`src/rtl/wb_slave_router.sv`:
```
// wb_slave_router: registered WB decoder/sequencer for UART and exec-mem slaves; WB_ROUTER_TOIRQ_EN drives to_irq_o.
// Latency: slave ack + 2 cycles when mapped, 2 cycles when unmapped, TIMEOUT_CYC + 2 on watchdog expiry.
// Backpressure: one access in flight; upstream holds stb until ack, the watchdog bounds every stall.
module wb_slave_router #(
  parameter logic [11:0] SLV0_BASE   = 12'h300,
  parameter logic [11:0] SLV1_BASE   = 12'h380,
  parameter int unsigned TIMEOUT_CYC = 255,
  parameter logic [31:0] ERR_DATA    = 32'hDEAD_BEEF
) (
  input  logic        wb_clk_i,
  input  logic        wb_rst_ni,
  input  logic        wbs_cyc_i,
  input  logic        wbs_stb_i,
  input  logic        wbs_we_i,
  input  logic [3:0]  wbs_sel_i,
  input  logic [31:0] wbs_adr_i,
  input  logic [31:0] wbs_dat_i,
  output logic        wbs_ack_o,
  output logic [31:0] wbs_dat_o,
  output logic [1:0]  slv_cyc_o,
  output logic [1:0]  slv_stb_o,
  output logic        slv_we_o,
  output logic [3:0]  slv_sel_o,
  output logic [31:0] slv_adr_o,
  output logic [31:0] slv_dat_o,
  input  logic [1:0]  slv_ack_i,
  input  logic [31:0] slv0_dat_i,
  input  logic [31:0] slv1_dat_i,
  output logic        to_flag_o,
  input  logic        to_clr_i,
  output logic        to_irq_o
);

  typedef enum logic [1:0] {IDLE, BUSY, RESP} state_t;

  localparam logic [15:0] WD_LAST = 16'(TIMEOUT_CYC - 1);

  state_t      state_q, state_d;
  logic [15:0] wd_cnt_q, wd_cnt_d;
  logic [1:0]  req_q, req_d;
  logic        we_q, we_d;
  logic [3:0]  sel_q, sel_d;
  logic [31:0] adr_q, adr_d;
  logic [31:0] wdat_q, wdat_d;
  logic [31:0] resp_dat_q, resp_dat_d;
  logic        ack_q, ack_d;
  logic [31:0] rdat_q, rdat_d;
  logic        flag_q, flag_d;

  logic        hit0, hit1, ack_hit, to_set;
  logic [31:0] slv_rdata;

  // Slave 0 takes precedence if both bases are configured identically.
  assign hit0      = (wbs_adr_i[31:20] == SLV0_BASE);
  assign hit1      = (wbs_adr_i[31:20] == SLV1_BASE) && !hit0;
  assign ack_hit   = |(slv_ack_i & req_q);
  assign slv_rdata = req_q[1] ? slv1_dat_i : slv0_dat_i;

  always_ff @(posedge wb_clk_i or negedge wb_rst_ni) begin
    if (!wb_rst_ni) state_q <= IDLE;
    else            state_q <= state_d;
  end

  always_comb begin
    state_d    = state_q;
    wd_cnt_d   = '0;
    req_d      = req_q;
    we_d       = we_q;
    sel_d      = sel_q;
    adr_d      = adr_q;
    wdat_d     = wdat_q;
    resp_dat_d = resp_dat_q;
    ack_d      = 1'b0;
    rdat_d     = '0;
    to_set     = 1'b0;
    case (state_q)
      IDLE: begin
        // While our ack is still visible the master has not yet dropped stb.
        if (wbs_cyc_i && wbs_stb_i && !ack_q) begin
          we_d   = wbs_we_i;
          sel_d  = wbs_sel_i;
          adr_d  = wbs_adr_i;
          wdat_d = wbs_dat_i;
          if (hit0 || hit1) begin
            state_d = BUSY;
            req_d   = {hit1, hit0};
          end else begin
            state_d    = RESP;
            resp_dat_d = '0;
          end
        end
      end
      BUSY: begin
        if (!wbs_cyc_i) begin
          state_d = IDLE;
          req_d   = '0;
        end else if (ack_hit) begin
          state_d    = RESP;
          req_d      = '0;
          resp_dat_d = we_q ? 32'h0 : slv_rdata;
        end else if (wd_cnt_q == WD_LAST) begin
          state_d    = RESP;
          req_d      = '0;
          resp_dat_d = ERR_DATA;
          to_set     = 1'b1;
        end else begin
          wd_cnt_d = wd_cnt_q + 16'd1;
        end
      end
      RESP: begin
        state_d = IDLE;
        ack_d   = 1'b1;
        rdat_d  = resp_dat_q;
      end
      default: state_d = IDLE;
    endcase
    flag_d = flag_q;
    if (to_set)        flag_d = 1'b1;
    else if (to_clr_i) flag_d = 1'b0;
  end

  always_ff @(posedge wb_clk_i or negedge wb_rst_ni) begin
    if (!wb_rst_ni) begin
      wd_cnt_q   <= '0;
      req_q      <= '0;
      we_q       <= 1'b0;
      sel_q      <= '0;
      adr_q      <= '0;
      wdat_q     <= '0;
      resp_dat_q <= '0;
      ack_q      <= 1'b0;
      rdat_q     <= '0;
      flag_q     <= 1'b0;
    end else begin
      wd_cnt_q   <= wd_cnt_d;
      req_q      <= req_d;
      we_q       <= we_d;
      sel_q      <= sel_d;
      adr_q      <= adr_d;
      wdat_q     <= wdat_d;
      resp_dat_q <= resp_dat_d;
      ack_q      <= ack_d;
      rdat_q     <= rdat_d;
      flag_q     <= flag_d;
    end
  end

  assign wbs_ack_o = ack_q;
  assign wbs_dat_o = rdat_q;
  assign slv_cyc_o = req_q;
  assign slv_stb_o = req_q;
  assign slv_we_o  = we_q;
  assign slv_sel_o = sel_q;
  assign slv_adr_o = adr_q;
  assign slv_dat_o = wdat_q;
  assign to_flag_o = flag_q;

`ifdef WB_ROUTER_TOIRQ_EN
  assign to_irq_o = flag_q;
`else
  assign to_irq_o = 1'b0;
`endif

endmodule

```
`config.mk`:
```
export PLATFORM = sky130hd
export DESIGN_NAME = wb_slave_router
export DESIGN_NICKNAME = d
export VERILOG_FILES = /design/src/rtl/wb_slave_router.sv
export SDC_FILE = /design/constraint.sdc
export NUM_CORES = 1
export LEC_CHECK = 0
export ABC_AREA = 0
export ABC_CLOCK_PERIOD_IN_PS = 2800
export BUFFER_PORTS_ARGS = -buffer_cell sky130_fd_sc_hd__buf_2
export CAP_MARGIN = 0
export CORE_MARGIN = 2
export CORE_UTILIZATION = 49
export CTS_CLUSTER_SIZE = 14
export DETAILED_ROUTE_END_ITERATION = 8
export HOLD_SLACK_MARGIN = 0.05
export PLACE_DENSITY = 0.83
export SLEW_MARGIN = 20
export SYNTH_ARGS = -nofsm -noshare
export SYNTH_HDL_FRONTEND = slang
export SYNTH_SLANG_ARGS = --single-unit
export TNS_END_PERCENT = 20
```
`constraint.sdc`:
```
create_clock -name wb_clk_i -period 2.8 [get_ports wb_clk_i]
set_input_delay 0.28 -clock wb_clk_i [delete_from_list [all_inputs] [get_ports wb_clk_i]]
set_output_delay 0.28 -clock wb_clk_i [all_outputs]
set_load 0.01 [all_outputs]
```
Word level (Yosys, flattened, before mapping)
Cells that the tools add are included.
{"block": "word_totals", "reg_bits": 155, "output_inout_bits": 108}
{"block": "classes", "add_sub_neg": 1, "n_eq_ne": 11, "mux": 32, "bitwise": 1, "reduce_logical": 14}
{"operator": "$mux W32", "n": 8}
{"operator": "$mux W16", "n": 4}
{"operator": "$pmux W32 S2", "n": 1}
{"operator": "$eq A12 B10 Y1 const B", "n": 2}
{"operator": "$mux W2", "n": 10}
{"operator": "$add A16 B1 Y16 const B", "n": 1}
{"operator": "$eq A16 B8 Y1 const B", "n": 1}
{"operator": "$ne A2 B2 Y1 const B", "n": 4}
{"operator": "$pmux W2 S2", "n": 2}
{"operator": "$mux W1", "n": 7}
{"operator": "$reduce_and A5 Y1", "n": 1}
{"operator": "$ne A4 B4 Y1 const B", "n": 1}
{"operator": "$reduce_and A2 Y1", "n": 2}
{"operator": "$reduce_and A4 Y1", "n": 1}
{"operator": "$reduce_bool A2 Y1", "n": 2}
{"operator": "$logic_and A1 B1 Y1", "n": 3}
{"operator": "$ne A3 B3 Y1 const B", "n": 1}
{"operator": "$and A2 B2 Y2", "n": 1}
{"operator": "$eq A2 B1 Y1 const B", "n": 1}
{"operator": "$eq A2 B2 Y1 const B", "n": 1}
{"operator": "$logic_not A1 Y1", "n": 2}
{"operator": "$logic_not A2 Y1", "n": 1}
{"operator": "$reduce_or A2 Y1", "n": 1}
{"operator": "$logic_or A1 B1 Y1", "n": 1}

Logic depth before layout (Yosys ltp)
{"block": "logic_depth", "ltp_word": 7, "ltp_mapped": 7, "mapped_depth_nobuf": 6}

Worst setup path after synthesis
No wires, ideal clock.
{"block": "synth_timing", "kind": "register to register", "start": "register wd_cnt_q[0]", "end": "register resp_dat_q[10]", "arrival_ns": 1.854, "required_ns": 2.675, "setup_slack_ns": 0.821, "stages_incl_launch_ff": 8, "path_buffers": 1, "period_less_slack_ns": 1.979, "path_cell_list": "dfrtp_1 -> inv_1 -> ha_1 -> nor4b_4 -> nand4_4 -> a211oi_4 -> buf_6 -> mux2_4"}
{"block": "synth_between", "elab_chain_cells": 3}
{"element": "from (decl)", "line": "39", "source": "logic [15:0] wd_cnt_q, wd_cnt_d;"}
{"element": "from (signal assigned)", "line": "135", "source": "wd_cnt_q <= wd_cnt_d;"}
{"element": "$eq A16 B8 Y1", "line": "101", "source": "end else if (wd_cnt_q == WD_LAST) begin"}
{"element": "$ne A3 B3 Y1 (no line)"}
{"element": "$reduce_and A5 Y1 (no line)"}
{"element": "to (signal assigned)", "line": "141", "source": "resp_dat_q <= resp_dat_d;"}
{"element": "to (decl)", "line": "45", "source": "logic [31:0] resp_dat_q, resp_dat_d;"}
No other way between the ends.
A chain may end at the register's enable or synchronous reset.

Worst setup path after layout
{"block": "layout_timing", "start": "register wd_cnt_q[0]", "end": "register resp_dat_q[1]"}
Same word-level chain as after synthesis.

==> run metrics <==
Post-Syn Area per Cell between 10 and 15 µm²; Skew-Pair Late Insertion Delay between 0.4 and 0.5 ns; number of nets still failing antenna checks after routing 0; CTS H-Tree Depth 4; count of non-filler cells in the finished layout between 900 and 1k; clock root cell clkbuf_16; worst slew margin relative to its limit between 40 and 50%; total iterations of the first detailed-routing run 4; portion of the post-synthesis area used by sequential elements 59.1%; area fraction in compound gates after synthesis ~3.3%; share of async-settable or async-resettable flops after synthesis 100%; die height roughly 120 µm; max-cap check violation count 0; GR Overflow Total 0; drt initial violations 326; number of distinct library cells after synthesis 46; layout-stage area growth over the synthesis result 30.6%; combinational family with the most area after synthesis multiplexers; transition time at the pin with the least slew margin 0.750 ns; wire length of the first global-routing pass roughly 24000 µm; sort of element at the start of the critical path register; number of hold violations in the final report 0; number of core rows 42; post-DP HPWL between 10000 and 15000 µm; Buffers & Inverters on Critical Path 2; max-slew violation count 0; pin count of the biggest net entering global routing 71; fraction of final layout cells sized beyond drive strength 1 53.8%; Sum Neg Setup Slack 0 ns; maximum clock frequency about 470 MHz; pwr/cell area 653 mW/mm²; Top delay family on crit path flip-flops; Post-Synth Simple-Gate Area approximately 9.2%; Synthesis Warnings 0; fin crit period ~2.1 ns; TritonCTS buffer count 17; unrepaired setup endpoints after global routing false; mean routed wirelength per cell about 17 µm; chip width 120 µm; worst min-delay path class primary input to register; arrival time at the worst endpoint 2.42 ns; DRC violations left 0; ANT cells 0; number of synthesized flops with an enable pin 0; setup skew after layout approximately 0.006 ns; Critical Setup Path Class register to register; flip-flop and latch count after synthesis about 160; mux share of post-synthesis cell area a little under a quarter; endpoint kind of the worst setup timing path register; IO Port Bufs 246; CTS Sinks 155; result of the run finished, final reports clean; CTS tree yes; parity-gate share of the synthesized area counting xor and xnor cells between 1 and 1.5%; initial standard-cell utilization of the core around half; Vias/cell 5.09; final worst path period share 75.8%; total via count in the routed design approximately 4.6k; placeable core area around 0.013 mm²; data required time at the worst endpoint a little over 3 ns; worst vdd ir 387 µV; initial antenna violation count 0; Placed Cells incl. Taps 871; buffers from clock root to sink, at most 2; GRT Resource Usage Total around 22%; critical path's slowest cell dfrtp_1; Final nets roughly 860; area of the die between 0.01 and 0.015 mm²; cell count after synthesis around 470; number of buffers inserted to repair setup after CTS 0; wire length reported by the detailed router 15100 µm; Pleak around 4.2 nW; Netlist Area Pre-Place between 0.006 and 0.007 mm²; clock input transition at the sequential cells of the worst setup and hold paths 0.06 ns; worst-path cell chain inv_1 > ha_1 > nor4b_4 > nand4_4 > a211oi_4 > buf_12 > mux2_2; most frequently used flop master after synthesis dfrtp_1; total of endpoints with negative setup slack in the final report 0; Top-Level Pins approximately 250; largest fanout of any net on the critical path 33; synthesized net count 613; routability congestion estimate from global placement between 0.8 and 0.9; post-synthesis share of cell area spent on full adders, half adders and majority gates less than 1%; number of global-route vias before repair ~4.7k; delay of the slowest critical-path stage around 0.43 ns; Layout fillers roughly 960
[flip-flops by register name (all words and copies together) (netlist names)]
name        cells
slv_cyc_o       2
state_q         2
slv_adr_o      32
resp_dat_q     32
slv_dat_o      32
wd_cnt_q       16
wbs_ack_o       1
wbs_dat_o      32
to_flag_o       1
slv_we_o        1
slv_sel_o       4
[per-layer routing]
layer,global-route usage (%),vias up,part of all wire [%]
met5,0,-,0
met4,8.97,0,2.4
met3,5.42,29,5.5
met2,37.5,191,51
met1,25.8,2243,41
li1,-,2135,-
[logic make-up after synthesis]
kind of cell	count (synthesis)
buf+inv	33
compound gates	37
other cells	1
xor+xnor	11
mux	133
simple gates	99
fa+ha+maj	2
flops	155
[cell type report]
cell class	count	area (µm²)	area share [%]
inverter	3	11.3	0.131
multi-input combinational	283	2520	29.4
clock inverter	9	113	1.31
clock buffer	23	478	5.58
tap	176	220	2.57
timing repair buffer	255	1350	15.7
sequential	155	3880	45.3
[cell usage in the layout (no fill, tap or decap), types with 4 or more instances in the layout]
master and instances:
and2_1 32, buf_2 245, buf_4 5, clkbuf_16 17
clkinvlp_4 4, dfrtp_1 154, mux2_2 72, mux2_4 29
mux2i_1 32, nand2_1 5, nand3_1 8, nand4_1 7
nor2_1 22, o21ai_0 24, xor2_1 9
[synthesized netlist by cell type, types with 2 or more instances]
master | n | area share (%)
nand2_1 | 5 | 0.29
nor4bb_1 | 2 | 0.31
nand4_1 | 7 | 0.67
and4_1 | 2 | 0.27
clkbuf_1 | 11 | 0.63
nor2b_1 | 4 | 0.38
mux2_2 | 72 | 12
and2_1 | 32 | 3.0
xnor2_1 | 2 | 0.27
mux2_4 | 29 | 6.6
inv_1 | 3 | 0.17
o21ai_1 | 3 | 0.23
nand2b_1 | 2 | 0.19
mux2i_1 | 32 | 4.9
and3_1 | 2 | 0.19
buf_4 | 4 | 0.46
a21oi_1 | 3 | 0.23
xor2_1 | 9 | 1.2
buf_2 | 9 | 0.69
buf_1 | 3 | 0.17
nor2_1 | 22 | 1.3
dfrtp_1 | 155 | 59
ha_1 | 2 | 0.38
nor3_1 | 2 | 0.15
nand3_1 | 8 | 0.61
o21ai_0 | 24 | 1.8
buf_6 | 3 | 0.51
[per-stage QoR]
step,utilization [%],cell area (µm²),hold slack [ns],setup slack [ns],power (mW)
after global routing,65.2,8570,0.0697,0.583,5.85
after global placement,60.7,7970,0.277,0.732,3.37
after floorplan,-,6560,-0.0156,0.821,2.97
after CTS,65.2,8570,0.0599,0.687,5.66
final,65.2,8570,0.0830,0.677,5.59
after detailed placement,60.7,7970,0.286,0.697,3.41
[worst paths after layout]
kind,from,end,slack [ns],cells past startpoint
worst max register to register,wd_cnt_q[0]$_DFF_PN0_,resp_dat_q[1]$_DFFE_PN0P_,0.68,7
worst max-delay path,wd_cnt_q[0]$_DFF_PN0_,resp_dat_q[1]$_DFFE_PN0P_,0.68,7
worst min-delay path,to_clr_i,to_flag_o$_DFFE_PN0P_,0.08,2
worst min register to register,resp_dat_q[8]$_DFFE_PN0P_,wbs_dat_o[8]$_DFF_PN0_,0.48,1
min in group asynchronous,wb_rst_ni,slv_adr_o[7]$_DFFE_PN0P_,0.42,2
max in group asynchronous,wb_rst_ni,resp_dat_q[22]$_DFFE_PN0P_,1.69,3
[repair_timing]
action,4_1_cts,5_1_grt
hold endpoints to repair,57,0
hold buffers,1,0
resized for setup,0,0
[power by group]
group          switching, mW  leakage, nW  internal (mW)  total (mW)
clock network          0.856        0.276           1.39        2.24
logic                  0.384         1.95          0.414       0.798
registers              0.101         2.01           2.45        2.55
total                   1.34         4.24           4.25        5.59
No activity file was read; power rests on OpenSTA's default activity.
